`config.mk`:
```
export PLATFORM = sky130hd
export DESIGN_NAME = onehot_decoder_pipe
export DESIGN_NICKNAME = d
export VERILOG_FILES = /design/src/rtl/onehot_decoder_pipe_pkg.sv /design/src/rtl/onehot_decoder_pipe_sync_fifo.sv /design/src/rtl/onehot_decoder_pipe.sv
export SDC_FILE = /design/constraint.sdc
export NUM_CORES = 1
export LEC_CHECK = 0
export ABC_AREA = 1
export CORE_ASPECT_RATIO = 0.7
export CORE_UTILIZATION = 55
export DETAILED_ROUTE_END_ITERATION = 8
export DONT_BUFFER_PORTS = 1
export GPL_TIMING_DRIVEN = 0
export PLACE_DENSITY = 0.76
export SETUP_SLACK_MARGIN = 0.1
export SLEW_MARGIN = 5
export SYNTH_ARGS = -nofsm -noshare
export SYNTH_HDL_FRONTEND = slang
export SYNTH_HIERARCHICAL = 1
export SYNTH_SLANG_ARGS = --single-unit
export TNS_END_PERCENT = 30
```
`constraint.sdc`:
```
create_clock -name clk -period 3.5 [get_ports clk]
set_clock_uncertainty 0.05 [all_clocks]
set_input_delay 0.35 -clock clk [delete_from_list [all_inputs] [get_ports clk]]
set_output_delay 0.35 -clock clk [all_outputs]
set_load 0.1 [all_outputs]
```
`src/rtl/onehot_decoder_pipe_pkg.sv`:
```
// rtl/onehot_decoder_pipe_pkg.sv - shared code constants, entry layout and decode helper
package onehot_decoder_pipe_pkg;

  localparam logic [1:0] CODE_0 = 2'b00;
  localparam logic [1:0] CODE_1 = 2'b01;
  localparam logic [1:0] CODE_2 = 2'b10;
  localparam logic [1:0] CODE_3 = 2'b11;

  localparam int ONEHOT_W = 4;
  localparam int ENTRY_W  = ONEHOT_W + 1;

  typedef struct packed {
    logic                zero;
    logic [ONEHOT_W-1:0] onehot;
  } entry_t;

  // A v=0 word carries no meaningful code, so its code bits are ignored.
  function automatic entry_t decode_word(input logic [1:0] code, input logic v);
    entry_t e;
    e.zero   = 1'b0;
    e.onehot = '0;
    if (!v) begin
      e.zero = 1'b1;
    end else begin
      case (code)
        CODE_0:  e.onehot = 4'b0001;
        CODE_1:  e.onehot = 4'b0010;
        CODE_2:  e.onehot = 4'b0100;
        CODE_3:  e.onehot = 4'b1000;
        default: e.onehot = '0;
      endcase
    end
    return e;
  endfunction

endpackage

```
`src/rtl/onehot_decoder_pipe_sync_fifo.sv`:
```
// rtl/onehot_decoder_pipe_sync_fifo.sv - single-clock FIFO with wrapping pointers and occupancy count
module sync_fifo #(
  parameter int unsigned WIDTH = 5,
  parameter int unsigned DEPTH = 2
) (
  input  logic                           clk,
  input  logic                           rst,
  input  logic                           push,
  input  logic                           pop,
  input  logic [WIDTH-1:0]               wdata,
  output logic [WIDTH-1:0]               rdata,
  output logic                           full,
  output logic                           empty,
  output logic [$clog2(DEPTH+1)-1:0]     count
);

  localparam int unsigned PTR_W = $clog2(DEPTH);
  localparam int unsigned CNT_W = $clog2(DEPTH+1);

  logic [WIDTH-1:0] r_mem [DEPTH];
  logic [PTR_W-1:0] r_wptr;
  logic [PTR_W-1:0] r_rptr;
  logic [CNT_W-1:0] r_count;

  logic w_do_push;
  logic w_do_pop;

  assign full  = (r_count == CNT_W'(DEPTH));
  assign empty = (r_count == '0);
  assign count = r_count;
  assign rdata = r_mem[r_rptr];

  assign w_do_push = push && !full;
  assign w_do_pop  = pop && !empty;

  // Storage is not reset; pointers and count define which slots are live.
  always_ff @(posedge clk) begin
    if (w_do_push) begin
      r_mem[r_wptr] <= wdata;
    end
  end

  always_ff @(posedge clk) begin
    if (rst) begin
      r_wptr  <= '0;
      r_rptr  <= '0;
      r_count <= '0;
    end else begin
      if (w_do_push) begin
        r_wptr <= r_wptr + 1'b1;
      end
      if (w_do_pop) begin
        r_rptr <= r_rptr + 1'b1;
      end
      case ({w_do_push, w_do_pop})
        2'b10:   r_count <= r_count + 1'b1;
        2'b01:   r_count <= r_count - 1'b1;
        default: r_count <= r_count;
      endcase
    end
  end

endmodule

```
`src/rtl/onehot_decoder_pipe.sv`:
```
// rtl/onehot_decoder_pipe.sv - registered 2-to-4 decoder with output FIFO and zero-word counter
module onehot_decoder_pipe
  import onehot_decoder_pipe_pkg::*;
#(
  parameter int unsigned DEPTH = 2,
  parameter int unsigned CNT_W = 8
) (
  input  logic                clk,
  input  logic                rst,
  input  logic                in_valid,
  output logic                in_ready,
  input  logic                in_o1,
  input  logic                in_o2,
  input  logic                in_v,
  output logic                out_valid,
  input  logic                out_ready,
  output logic [ONEHOT_W-1:0] out_onehot,
  output logic                out_zero,
  output logic [CNT_W-1:0]    zero_cnt
);

  localparam int unsigned OCC_W = $clog2(DEPTH+1);

  logic             w_full;
  logic             w_empty;
  logic [OCC_W-1:0] w_count;
  logic             w_push;
  logic             w_pop;
  entry_t           w_wentry;
  logic [ENTRY_W-1:0] w_rdata;
  entry_t           w_head;
  logic [CNT_W-1:0] r_zero_cnt;

  // in_ready depends only on registered occupancy, never on out_ready.
  assign in_ready  = !w_full;
  assign out_valid = (w_count != '0);

  assign w_push   = in_valid && !w_full;
  assign w_pop    = out_ready && !w_empty;
  assign w_wentry = decode_word({in_o1, in_o2}, in_v);
  assign w_head   = entry_t'(w_rdata);

  sync_fifo #(
    .WIDTH (ENTRY_W),
    .DEPTH (DEPTH)
  ) u_fifo (
    .clk   (clk),
    .rst   (rst),
    .push  (w_push),
    .pop   (w_pop),
    .wdata (w_wentry),
    .rdata (w_rdata),
    .full  (w_full),
    .empty (w_empty),
    .count (w_count)
  );

  // Gate the head so an empty FIFO never shows stale slot contents.
  always_comb begin
    out_onehot = '0;
    out_zero   = 1'b0;
    if (out_valid) begin
      out_onehot = w_head.onehot;
      out_zero   = w_head.zero;
    end
  end

  always_ff @(posedge clk) begin
    if (rst) begin
      r_zero_cnt <= '0;
    end else if (w_push && !in_v && (r_zero_cnt != {CNT_W{1'b1}})) begin
      r_zero_cnt <= r_zero_cnt + 1'b1;
    end
  end

  assign zero_cnt = r_zero_cnt;

endmodule

```
**Yosys cells after proc, flatten, opt, wreduce, memory -nomap -nowiden**

Memories as Yosys holds them, arrays and structs flattened. A register that Yosys moved wholly into a read port is not among the register bits.
Index checks and enable logic that the tools add are counted.

- Muxes and demuxes: 10
- $add $sub $neg: 5
- Reduce and logical (&&, ||, !) cells: 13
- Equal/unequal tests: 7

Operators by type and width:

| kind | count |
|---|---|
| 4-bit one-hot mux with 4 select lines | 1 |
| 8-bit by 1-bit adder with 8-bit output (second input constant) | 1 |
| 2-bit equality test (second input constant) | 4 |
| 4-bit two-way mux | 2 |
| 8-bit inequality test (second input constant) | 1 |
| 1-bit logical AND | 6 |
| 1-bit two-way mux | 6 |
| 2-bit by 1-bit equality test with 1-bit output (second input constant) | 2 |
| 2-bit logical NOT | 2 |
| 2-bit one-hot mux with 2 select lines | 1 |
| 2-bit nonzero test | 2 |
| 1-bit logical NOT | 3 |
| 1-bit adder (second input constant) | 2 |
| 2-bit by 1-bit adder with 2-bit output (second input constant) | 1 |
| 2-bit by 1-bit subtractor with 2-bit output (second input constant) | 1 |

- Memories kept: 1
- Register bits after elaboration: 12
- Bits of input ports: 7
- Bits in writable memories: 10
- Output and inout port bits: 15
- Word-level logic and storage cells: 40

Memories:

| name | depth | bits a word | rd ports | clocked after memory_dff | write ports | line | text |
|---|---|---|---|---|---|---|---|
| u_fifo.r_mem | 2 | 5 | 1 | 1 | 1 | onehot_decoder_pipe_sync_fifo.sv:20 | `logic [WIDTH-1:0] r_mem [DEPTH];` |

**Longest topological paths before layout**

Gate-level depths: netlist of the first run.

- Word-level depth: 6
- Gate-level depth with buffers: 14
- Depth with buffers taken out: 14

**Modules after synthesis**

The synthesis of the first run kept the hierarchy.

Modules (own cells, without submodules):

| module | area each (sq um) | cells an instance | instances | sequential area each (sq um) |
|---|---|---|---|---|
| sync_fifo | 629.4 | 55 | 1 | 400.4 |
| onehot_decoder_pipe | 555.5 | 91 | 1 | 160.2 |

**Least setup slack after synthesis of the first run**

No wires, ideal clock.

- Kind: reg2reg
- From: register u_fifo.r_count[0], in the netlist u_fifo/count[0]
- To: register u_fifo.r_count[1], in the netlist u_fifo/count[1]
- Buffers on the path: 0
- Required time: 3.386 ns
- Path slack: 1.121 ns
- Cell stages (with the launch flop): 14
- Clock period less this slack: 2.379 ns
- Arrival: 2.265 ns
- Setup time: 0.064 ns
- Cell sequence: dfxtp_1 nor2_4 inv_1 nand2_1 inv_1 inv_1 nor2_4 inv_2 ha_1 inv_1 nand2_1 nor2_1 nor2_1 nor2_1

- Word-level cells in the longest chain between the ends: 6
- Elaborated cells on any way between the ends: 14
- Those cells by class: 2 x add/sub; 3 x eq/ne; 1 x mux; 8 x reduce/logical

RTL lines:

| item | line | text |
|---|---|---|
| from (decl) | onehot_decoder_pipe_sync_fifo.sv:23 | `logic [CNT_W-1:0] r_count;` |
| from (signal assigned) | onehot_decoder_pipe_sync_fifo.sv:56 | `2'b10: r_count <= r_count + 1'b1;` |
| from (signal assigned) | onehot_decoder_pipe_sync_fifo.sv:57 | `2'b01: r_count <= r_count - 1'b1;` |
| from (signal assigned) | onehot_decoder_pipe_sync_fifo.sv:58 | `default: r_count <= r_count;` |
| 2-bit equality test * | onehot_decoder_pipe_sync_fifo.sv:28 | `assign full = (r_count == CNT_W'(DEPTH));` |
| named net w_full | onehot_decoder_pipe.sv:24 | `logic w_full;` |
| 1-bit logical NOT * | - |  |
| named net in_ready | onehot_decoder_pipe.sv:11 | `output logic in_ready,` |
| 1-bit logical AND * | onehot_decoder_pipe.sv:38 | `assign w_push = in_valid && !w_full;` |
| named net w_push | onehot_decoder_pipe.sv:27 | `logic w_push;` |
| 1-bit logical AND * | onehot_decoder_pipe_sync_fifo.sv:33 | `assign w_do_push = push && !full;` |
| 2-bit by 1-bit equality test with 1-bit output / 2-bit equality test (equally long branches) | onehot_decoder_pipe_sync_fifo.sv:55 | `case ({w_do_push, w_do_pop})` |
| 2-bit one-hot mux with 2 select lines / 2-bit nonzero test (equally long branches) | - |  |

Mark *: on every way through the listed nets, which the timed path passes. The rest lies on a longest branch.
A chain may end at the register's enable or synchronous reset.

**Worst setup path in the final report of the first run**

- From: register u_fifo.r_count[0], in the netlist u_fifo/count[0]
- To: memory u_fifo.r_mem[0][0], enable pin

- Word-level cells in the longest chain between the ends: 6

RTL lines:

| item | line | text |
|---|---|---|
| 2-bit equality test | onehot_decoder_pipe_sync_fifo.sv:28 |  |
| named net w_full | onehot_decoder_pipe.sv:24 |  |
| 1-bit logical NOT | - |  |
| named net in_ready | onehot_decoder_pipe.sv:11 |  |
| 1-bit logical AND | onehot_decoder_pipe.sv:38 |  |
| named net w_push | onehot_decoder_pipe.sv:27 |  |
| 1-bit logical AND | onehot_decoder_pipe_sync_fifo.sv:33 |  |
| 1-bit two-way mux | onehot_decoder_pipe_sync_fifo.sv:38 | `if (w_do_push) begin` |
| 1-bit two-way mux (not written as such) | onehot_decoder_pipe_sync_fifo.sv:39 | `r_mem[r_wptr] <= wdata;` |
| to (decl) | onehot_decoder_pipe_sync_fifo.sv:20 |  |

The timed path passes the listed nets, and every way through them passes these cells.

==> impl_metrics.toml, run 1 <==
[outcome]
status = "finished, violations left"
violations = "design-rule violations"

[grt]
grt_max_degree = 13
grt_usage_pct = 19.2
grt_pass1_wl_um = 3260
antenna_found_initial = 0
grt_pass1_vias = 752
grt-ovfl-total = 0

[detailed_routing]
vias_per_cell = 5.16
first_pass_iters = 6
route.met2.wl_um = 895
wl_per_cell_um = 11.5
highest_layer = "met4"
route.met3.wl_um = 127
route.detailed.drc = 1
drtIter0Drc = 21
drt-total-wl_um = 1970
vias = 888
wl_met1_um = 938
ant_nets = 0

[synthesis]
synth_top_family_by_area = "simple AND/OR/NAND/NOR gates"
avgSynthCellArea_um2 = 8.12
yosys.area_share.simple_pct = 32.7
yosys_warnings = 6
syn_nets = 155
synth_compound_area_share_pct = 3.38
synth_cell_type_count = 20
yosysTopAreaCell = "edfxtp_1"
synth_top_area_share_pct = 25.3
muxShareOfSynthArea_pct = 4.75
ys_seq_elements = 23
synth_xor_area_share_pct = 0
synth_area_leaders = "edfxtp_1 (25%), dfxtp_1 (22%), nor2_1 (8.9%)"
synth_cells = 146
yosysSeqAreaShare_pct = 47.3
syn_area_mm2 = 0.00118
synth_adder_area_share_pct = 2.11

[setup_path]
max_stage_delay_ns = 0.65
path_cells = "nor2_4 -> inv_1 -> nand2_1 -> inv_1 -> inv_1 -> nor2_4 -> inv_2 -> nor2_1"
path_class = "reg2reg"
rrSetupSlack_ns = 0.89
arrival_ns = 2.51
critPathCapture = "u_fifo/r_mem[0][0]"
worstRegToRegCells = 8
crit_path_start = "u_fifo/count[0]"
critPathCaptureType = "register"
setup.worst_path.start_class = "register"
rr_startpoint = "u_fifo/count[0]"
cpMostUsedCell = "inv_1"
worstPathMaxFanout = 6
critPathRequiredTime_ns = 3.41
rr_endpoint = "u_fifo/r_mem[0][0]"
slowest_stage = "inv_1"

[place]
pre_cts_ws_ns = 0.890
port_buffers = 0
gp_congestion = 0.838
dp_hpwl_um = 1610

[timing]
period_needed_ns = 2.61
clock.fmax_ghz = 0.384
finalCritPeriodShare_pct = 74.5
fin_setup_tns_ns = 0
rsz0062_at_grt = "no"
hold_viol_final = 0
setup_viol = 0
fin_ws_ns = 0.893
maxSlewHeadroom_pct = 25.9
hold_slack_ns = 0.0384
report.final.slew_viol_count = 0
tightest_slew_ns = 1.11

[finish]
area_growth_pct = 5.60
layout_commonest_cell = "inv_1"
utilization_pct = 64.6
finalNetCount = 160
num_antenna_cells = 0
fillers = 163
drive_gt1_share_pct = 20.7
final_cell_mix = "inv_1 (26), nor2_1 (23), nand2_1 (22), dfxtp_1 (13), edfxtp_1 (10)"

[power]
fin_total_pwr_mw = 0.764
vdd_ir_drop_max_mv = 0.285
pwr_density_cell_mw_per_mm2 = 611
leakage_nw = 0.564

[clock_tree]
cts_resized = 0
cts_buffers = 3
htree_levels = 1
clock_latency_ns = 0.30
cts_setup_buffers = 0
path_clk_slew_ns = 0.12
root_buffer = "clkbuf_4"
holdBufCountCts = 0
cts_tree = "built"
clock_tree.buffer_depth = 2
cts_sinks = 23

[job]
drv_cap = 0

[worst_hold_path]
hp-class = "in2reg"

[floorplanning]
dieWidth_um = 57.5
die_area_mm2 = 0.00235
start_util_pct = 61.2
core-area_mm2 = 0.00194
die_h_um = 40.8
rows = 13
io_pins = 22
registers in the layout, indices dropped and copies added (netlist names), named ones only:
signal / count
u_fifo/count: 2
u_fifo/r_mem: 10
zero_cnt: 8
u_fifo/r_rptr: 1
u_fifo/r_wptr: 1
cell families after synthesis:
family | count (synthesis)
AND/OR/NAND/NOR | 79
AO/OA/AOI/OAI | 7
flip-flops | 23
multiplexers | 5
adder cells (fa/ha/maj) | 2
buffers and inverters | 30
routing by layer:
layer  up-vias  GRT usage, %
met5         -             0
li1        465             -
met4         0          3.66
met2        25          33.4
met3         2          6.94
met1       396          23.7
metrics by stage:
step	instance area [um^2]	cells
after CTS	1250	172
after floorplan	1180	146
after detailed placement	1220	168
final	1250	172
after global routing	1250	172
after global placement	1210	168
cell usage after synthesis:
cell type and number:
nand3_1 7, nor2_4 5, edfxtp_1 10, mux2_2 5
nand4_1 3, nand2_1 22, dfxtp_1 13, nor2_2 3
nor2_1 28, a21oi_2 1, inv_2 3, o21ai_0 3
ha_1 2, inv_1 26, a21oi_1 2, nand2_2 3
nor3_1 6, a31oi_1 1, nand2_4 2, inv_4 1
cell type report:
class | instances | area [um^2] | area share [%]
clock buffer | 4 | 26.3 | 2.10
inverter | 30 | 115 | 9.20
multi-input combinational | 93 | 522 | 41.7
sequential | 23 | 561 | 44.8
tap | 22 | 27.5 | 2.20
report_power, final:
group | switching [mW] | leakage (nW) | internal, mW
sequential | 0.0396 | 0.201 | 0.311
clock | 0.0738 | 0.0150 | 0.0444
combinational | 0.246 | 0.348 | 0.0497
total | 0.360 | 0.564 | 0.405
how the worst min path moves through the flow:
stage | slack, ns | to | cells after the start | start
4_1_cts | 0.03 | zero_cnt[4] | 1 | rst
3_3_place_gp | 0.36 | zero_cnt[4] | 1 | rst
2_1_floorplan | 0.36 | zero_cnt[4] | 1 | rst
6_report | 0.04 | zero_cnt[4] | 1 | rst
5_1_grt | 0.01 | zero_cnt[4] | 1 | rst
3_5_place_dp | 0.37 | zero_cnt[4] | 1 | rst
critical path, delay by kind of cell, from the launching register on:
| family | cells | cell delay (ns) |
|---|---|---|
| buffers and inverters | 4 | 0.87 |
| flip-flops | 1 | 0.49 |
| AND/OR/NAND/NOR | 4 | 0.86 |
Note: power is estimated with default switching activity, not from simulation.
==> run 2: changes to the inputs <==
Settings changed: ABC_AREA 1 to 0, CORE_UTILIZATION 55 to 54, PLACE_DENSITY 0.76 to 0.78.
Clock period 3.5 ns to 2.2 ns, I/O delays scaled along.
==> impl_metrics.toml, run 2 <==
[setup_path]
slowest_stage = "nor2b_2"
rr_startpoint = "zero_cnt[7]"
crit_path_start = "u_fifo/count[0]"
critPathRequiredTime_ns = 1.93
cp.depth = 2
rr_endpoint = "zero_cnt[0]"
arrival_ns = 1.84
critPathCapture = "out_onehot[1]"
critPathCaptureType = "output port"
crit_family = "simple AND/OR/NAND/NOR gates"
worstPathMaxFanout = 6
path_class = "reg2out"
worst-path-buf-inv = 0
setup.worst_path.start_class = "register"
rrSetupSlack_ns = 0.15
worstRegToRegCells = 3
path_cells = "nor2_1 -> nor2b_2"
max_stage_delay_ns = 0.87

[floorplanning]
die_area_mm2 = 0.00230
dieWidth_um = 56.9
io_pins = 22
core-area_mm2 = 0.00192
start_util_pct = 59.3
rows = 13
die_h_um = 40.4

[clock_tree]
cts_setup_buffers = 0
cts_sinks = 23
cts_tree = "built"
htree_levels = 1
cts_buffers = 3
path_clk_slew_ns = 0.13
clock_latency_ns = 0.32
root_buffer = "clkbuf_4"
clock_tree.buffer_depth = 2

[timing]
fin_ws_ns = 0.0911
rsz0062_at_grt = "yes"
setup_viol = 0
clock.fmax_ghz = 0.474
maxSlewHeadroom_pct = 28.1
tightest_slew_ns = 1.07
period_needed_ns = 2.11
finalCritPeriodShare_pct = 95.9
hold_viol_final = 0
report.final.slew_viol_count = 0

[finish]
largest_reg_flops = 10
final_cell_mix = "edfxtp_1 (10), nor2_1 (8), inv_1 (7), dfxtp_2 (7)"
finalNetCount = 123
regMostFlops = "u_fifo/r_mem"
area_growth_pct = 7.59
drive_gt1_share_pct = 25.7
instances_no_fill = 135
fillers = 164
num_antenna_cells = 0
layout_commonest_cell = "edfxtp_1"

[synthesis]
synth_cells = 108
yosysTopAreaCell = "edfxtp_1"
ys_seq_elements = 23
ys_async_sr_fraction_pct = 0
yosysSeqAreaShare_pct = 49.3
synth_edf_count = 10
syn_area_mm2 = 0.00114
ys.flop_type = "dfxtp_1"
yosysMostFrequentCell = "dfxtp_1"
yosys_warnings = 6
synth_area_leaders = "edfxtp_1 (26%), dfxtp_1 (23%), nor2b_1 (6.1%)"
syn_nets = 117
avgSynthCellArea_um2 = 10.5
synth_cell_type_count = 37
synth_top_area_share_pct = 26.4
synth_common_cells = "dfxtp_1 (13), nor2b_1 (11), edfxtp_1 (10), nor2_1 (8), inv_1 (7)"

[outcome]
status = "finished clean"

[grt]
grt_pass1_vias = 680
grt-ovfl-total = 0
grt_pass1_wl_um = 3180
grt_usage_pct = 20.2
antenna_found_initial = 0
grt_max_degree = 14

[place]
dp_hpwl_um = 1570
pre_cts_ws_ns = -0.133
placed_cells = 130
port_buffers = 0
gp_congestion = 0.765

[power]
pwr_density_cell_mw_per_mm2 = 1170
leakage_nw = 0.457
vdd_ir_drop_max_mv = 0.663

[detailed_routing]
ant_nets = 0
first_pass_iters = 4
vias_per_cell = 6.05
vias = 817
route.detailed.drc = 0
wl_per_cell_um = 15.8
drt-total-wl_um = 2130
drtIter0Drc = 29

[job]
drv_cap = 0

[worst_hold_path]
hp-class = "in2reg"
[run 2: how the worst min path moves through the flow]
| stage | startpoint | end | cells past startpoint | slack [ns] |
|---|---|---|---|---|
| after floorplan | rst | u_fifo/count[1] | 1 | 0.24 |
| after global placement | rst | u_fifo/r_wptr | 1 | 0.24 |
| after detailed placement | rst | u_fifo/r_wptr | 1 | 0.24 |
| after CTS | in_v | u_fifo/r_mem[1][4] | 1 | 0.03 |
| after global routing | in_o2 | u_fifo/r_mem[1][2] | 1 | 0.01 |
| final | in_o2 | u_fifo/r_mem[1][2] | 1 | 0.04 |
[run 2: report_power, final]
group          internal (mW)  switching (mW)  leakage [nW]  total, mW
Sequential             0.517          0.0761         0.205      0.593
Clock                 0.0680           0.129        0.0177      0.197
Combinational          0.128           0.519         0.235      0.647
Total                  0.713           0.725         0.457       1.44
[run 2: through the flow]
stage          instance area [um^2]  setup TNS [ns]  util [%]  total power, mW  hold slack [ns]
2_1_floorplan                  1140               0         -             1.17            0.239
3_3_place_gp                   1170          -0.391      61.0             1.22            0.241
3_5_place_dp                   1180          -0.133      61.5             1.25            0.242
4_1_cts                        1220               0      63.6             1.45           0.0343
5_1_grt                        1220         -0.0129      63.8             1.50           0.0146
6_report                       1220               0      63.8             1.44           0.0417
[run 2: cells by family after synthesis]
family | after synthesis | synth area share (%)
flops | 23 | 49.3
mux | 9 | 8.80
simple gates | 45 | 24.0
compound gates | 16 | 9.35
fa+ha+maj | 2 | 2.20
buf+inv | 10 | 4.07
xor+xnor | 3 | 2.31
[run 2: timing repair]
item | CTS | global route
hold buffers | 1 | 0
gates resized for setup | 2 | 3
gates cloned | 0 | 0
setup endpoints to repair | 10 | 9
endpoints found under the hold margin | 5 | 0
[run 2: worst reg2reg max path: stages (launching register included)]
cell	delay, ns
dfxtp_1	1.05
and3_1	0.43
a21oi_2	0.11
mux2_1	0.31
[run 2: area by class of cell]
class                      count  area [um^2]  area share, %
timing repair buffer           1         10.0          0.818
clock buffer                   3         22.5           1.84
clock inverter                 1         5.00          0.409
multi-input combinational     75          543           44.4
tap                           22         27.5           2.25
sequential                    23          569           46.5
buffer                         2         16.3           1.33
inverter                       8         30.0           2.45
[run 2: metal layers]
| metal | GRT usage (%) | part of all wire (%) |
|---|---|---|
| met1 | 24.6 | 46 |
| met2 | 34.2 | 46 |
| met3 | 7.42 | 6.7 |
| met4 | 7.32 | 1.2 |
| met5 | 0 | 0 |
==> run 3: changes to the inputs <==
Settings changed: ABC_AREA 0 to 1, CORE_UTILIZATION 54 to 60, PLACE_DENSITY 0.78 to 0.82.
Clock period 2.2 ns to 2.7 ns, I/O delays scaled along.
==> impl_metrics.toml, run 3 (synthesized netlist as in run 1, its figures left out) <==
[timing]
tightest_slew_ns = 1.10
maxSlewHeadroom_pct = 26.4
rsz0062_at_grt = "no"
period_needed_ns = 2.40
clock.fmax_ghz = 0.417
fin_setup_tns_ns = 0
finalCritPeriodShare_pct = 88.8
hold_viol_final = 0
report.final.slew_viol_count = 0
setup_viol = 0

[floorplanning]
rows = 13
die_h_um = 39.2
dieWidth_um = 55.1
start_util_pct = 63.9
io_pins = 22
die_area_mm2 = 0.00216
core-area_mm2 = 0.00185

[clock_tree]
cts_setup_buffers = 0
htree_levels = 1
cts_buffers = 3
clock_latency_ns = 0.31
root_buffer = "clkbuf_4"
clock_tree.buffer_depth = 2
path_clk_slew_ns = 0.12
cts_tree = "built"
cts_sinks = 23

[detailed_routing]
wl_per_cell_um = 12.6
ant_nets = 0
drtIter0Drc = 25
drt-total-wl_um = 2180
route.detailed.drc = 0
vias = 910
first_pass_iters = 4
vias_per_cell = 5.26

[power]
vdd_ir_drop_max_mv = 0.564
fin_total_pwr_mw = 1.00
leakage_nw = 0.570
pwr_density_cell_mw_per_mm2 = 790

[outcome]
status = "finished clean"

[setup_path]
worstPathMaxFanout = 5
rrSetupSlack_ns = 0.30
setup.worst_path.start_class = "register"
path_class = "reg2reg"
critPathRequiredTime_ns = 2.92
critPathCaptureType = "register"
arrival_ns = 2.61

[finish]
drive_gt1_share_pct = 22.5
area_growth_pct = 7.08
largest_reg_flops = 10
regMostFlops = "u_fifo/r_mem"
layout_commonest_cell = "inv_1"
fillers = 154
post-route-cell-area_mm2 = 0.00127
finalNetCount = 161
final_cell_mix = "inv_1 (25), nor2_1 (23), nand2_1 (21), dfxtp_1 (13), edfxtp_1 (10)"
num_antenna_cells = 0

[grt]
antenna_found_initial = 0
grt_usage_pct = 24.3
grt_pass1_vias = 812
grt_max_degree = 14
grt-ovfl-total = 0
grt_pass1_wl_um = 3460

[place]
dp_hpwl_um = 1730
port_buffers = 0
gp_congestion = 0.806
dpl_cell_area_mm2 = 0.00122

[job]
drv_cap = 0

[worst_hold_path]
hp-class = "in2reg"
run 3: changes by cell type in the layout (fill, tap and decap cells not counted), moves of 6 or more:
cell	change
dfxtp_1	+7
dfxtp_2	-7
inv_1	+18
nand2_1	+16
nor2_1	+15
nor2_2	+8
nor2b_1	-6
run 3: repair_timing:
action,4_1_cts,5_1_grt
gates resized for setup,1,1
hold endpoints to repair,1,0
endpoints found under the setup margin,1,1
hold buffers,1,0
run 3: metal layers:
metal / GRT usage, % / vias to the layer above / share of wire [%]
li1: - / 470 / -
met1: 25.1 / 416 / 39
met2: 46.4 / 22 / 55
met3: 9.80 / 2 / 5.6
met4: 3.75 / 0 / 0.50
met5: 0 / - / 0
run 3: report_power, final:
group | total, mW | leakage (nW) | switching [mW] | internal [mW]
logic | 0.389 | 0.351 | 0.322 | 0.0667
registers | 0.455 | 0.201 | 0.0529 | 0.402
clock network | 0.158 | 0.0177 | 0.103 | 0.0555
total | 1.00 | 0.570 | 0.477 | 0.525
run 3: area by class of cell:
type | instances | area (um^2) | area share, %
multi-input combinational | 93 | 524 | 41.3
sequential | 23 | 561 | 44.2
clock buffer | 3 | 22.5 | 1.78
timing repair buffer | 1 | 10.0 | 0.789
tap | 22 | 27.5 | 2.17
clock inverter | 1 | 5.00 | 0.394
inverter | 30 | 119 | 9.37
run 3: metrics by stage:
step / instances / util, % / worst slack [ns] / hold slack, ns
floorplan: 146 / - / 0.321 / 0.282
global placement: 168 / 65.4 / 0.200 / 0.284
detailed placement: 168 / 66.1 / 0.123 / 0.286
CTS: 173 / 68.3 / 0.292 / 0.0775
global route: 173 / 68.4 / 0.0790 / 0.0683
finish: 173 / 68.4 / 0.303 / 0.0902
run 3: final timing paths:
kind	start	cells after the start	to
setup / recovery	u_fifo/count[1]	14	u_fifo/count[1]
hold / removal	rst	3	u_fifo/r_wptr
setup reg to reg	u_fifo/count[1]	14	u_fifo/count[1]
hold reg to reg	u_fifo/r_wptr	2	u_fifo/r_wptr
run 3: worst max-delay path, stage by stage (launching register included):
cell,delay (ns)
dfxtp_1,0.45
inv_2,0.07
nor2_4,0.14
clkinvlp_4,0.47
nand2_2,0.27
inv_1,0.06
inv_1,0.08
nor2_4,0.05
inv_2,0.05
ha_1,0.24
inv_1,0.08
nand2_1,0.05
nor2_1,0.12
nor2_1,0.06
nor2_1,0.09
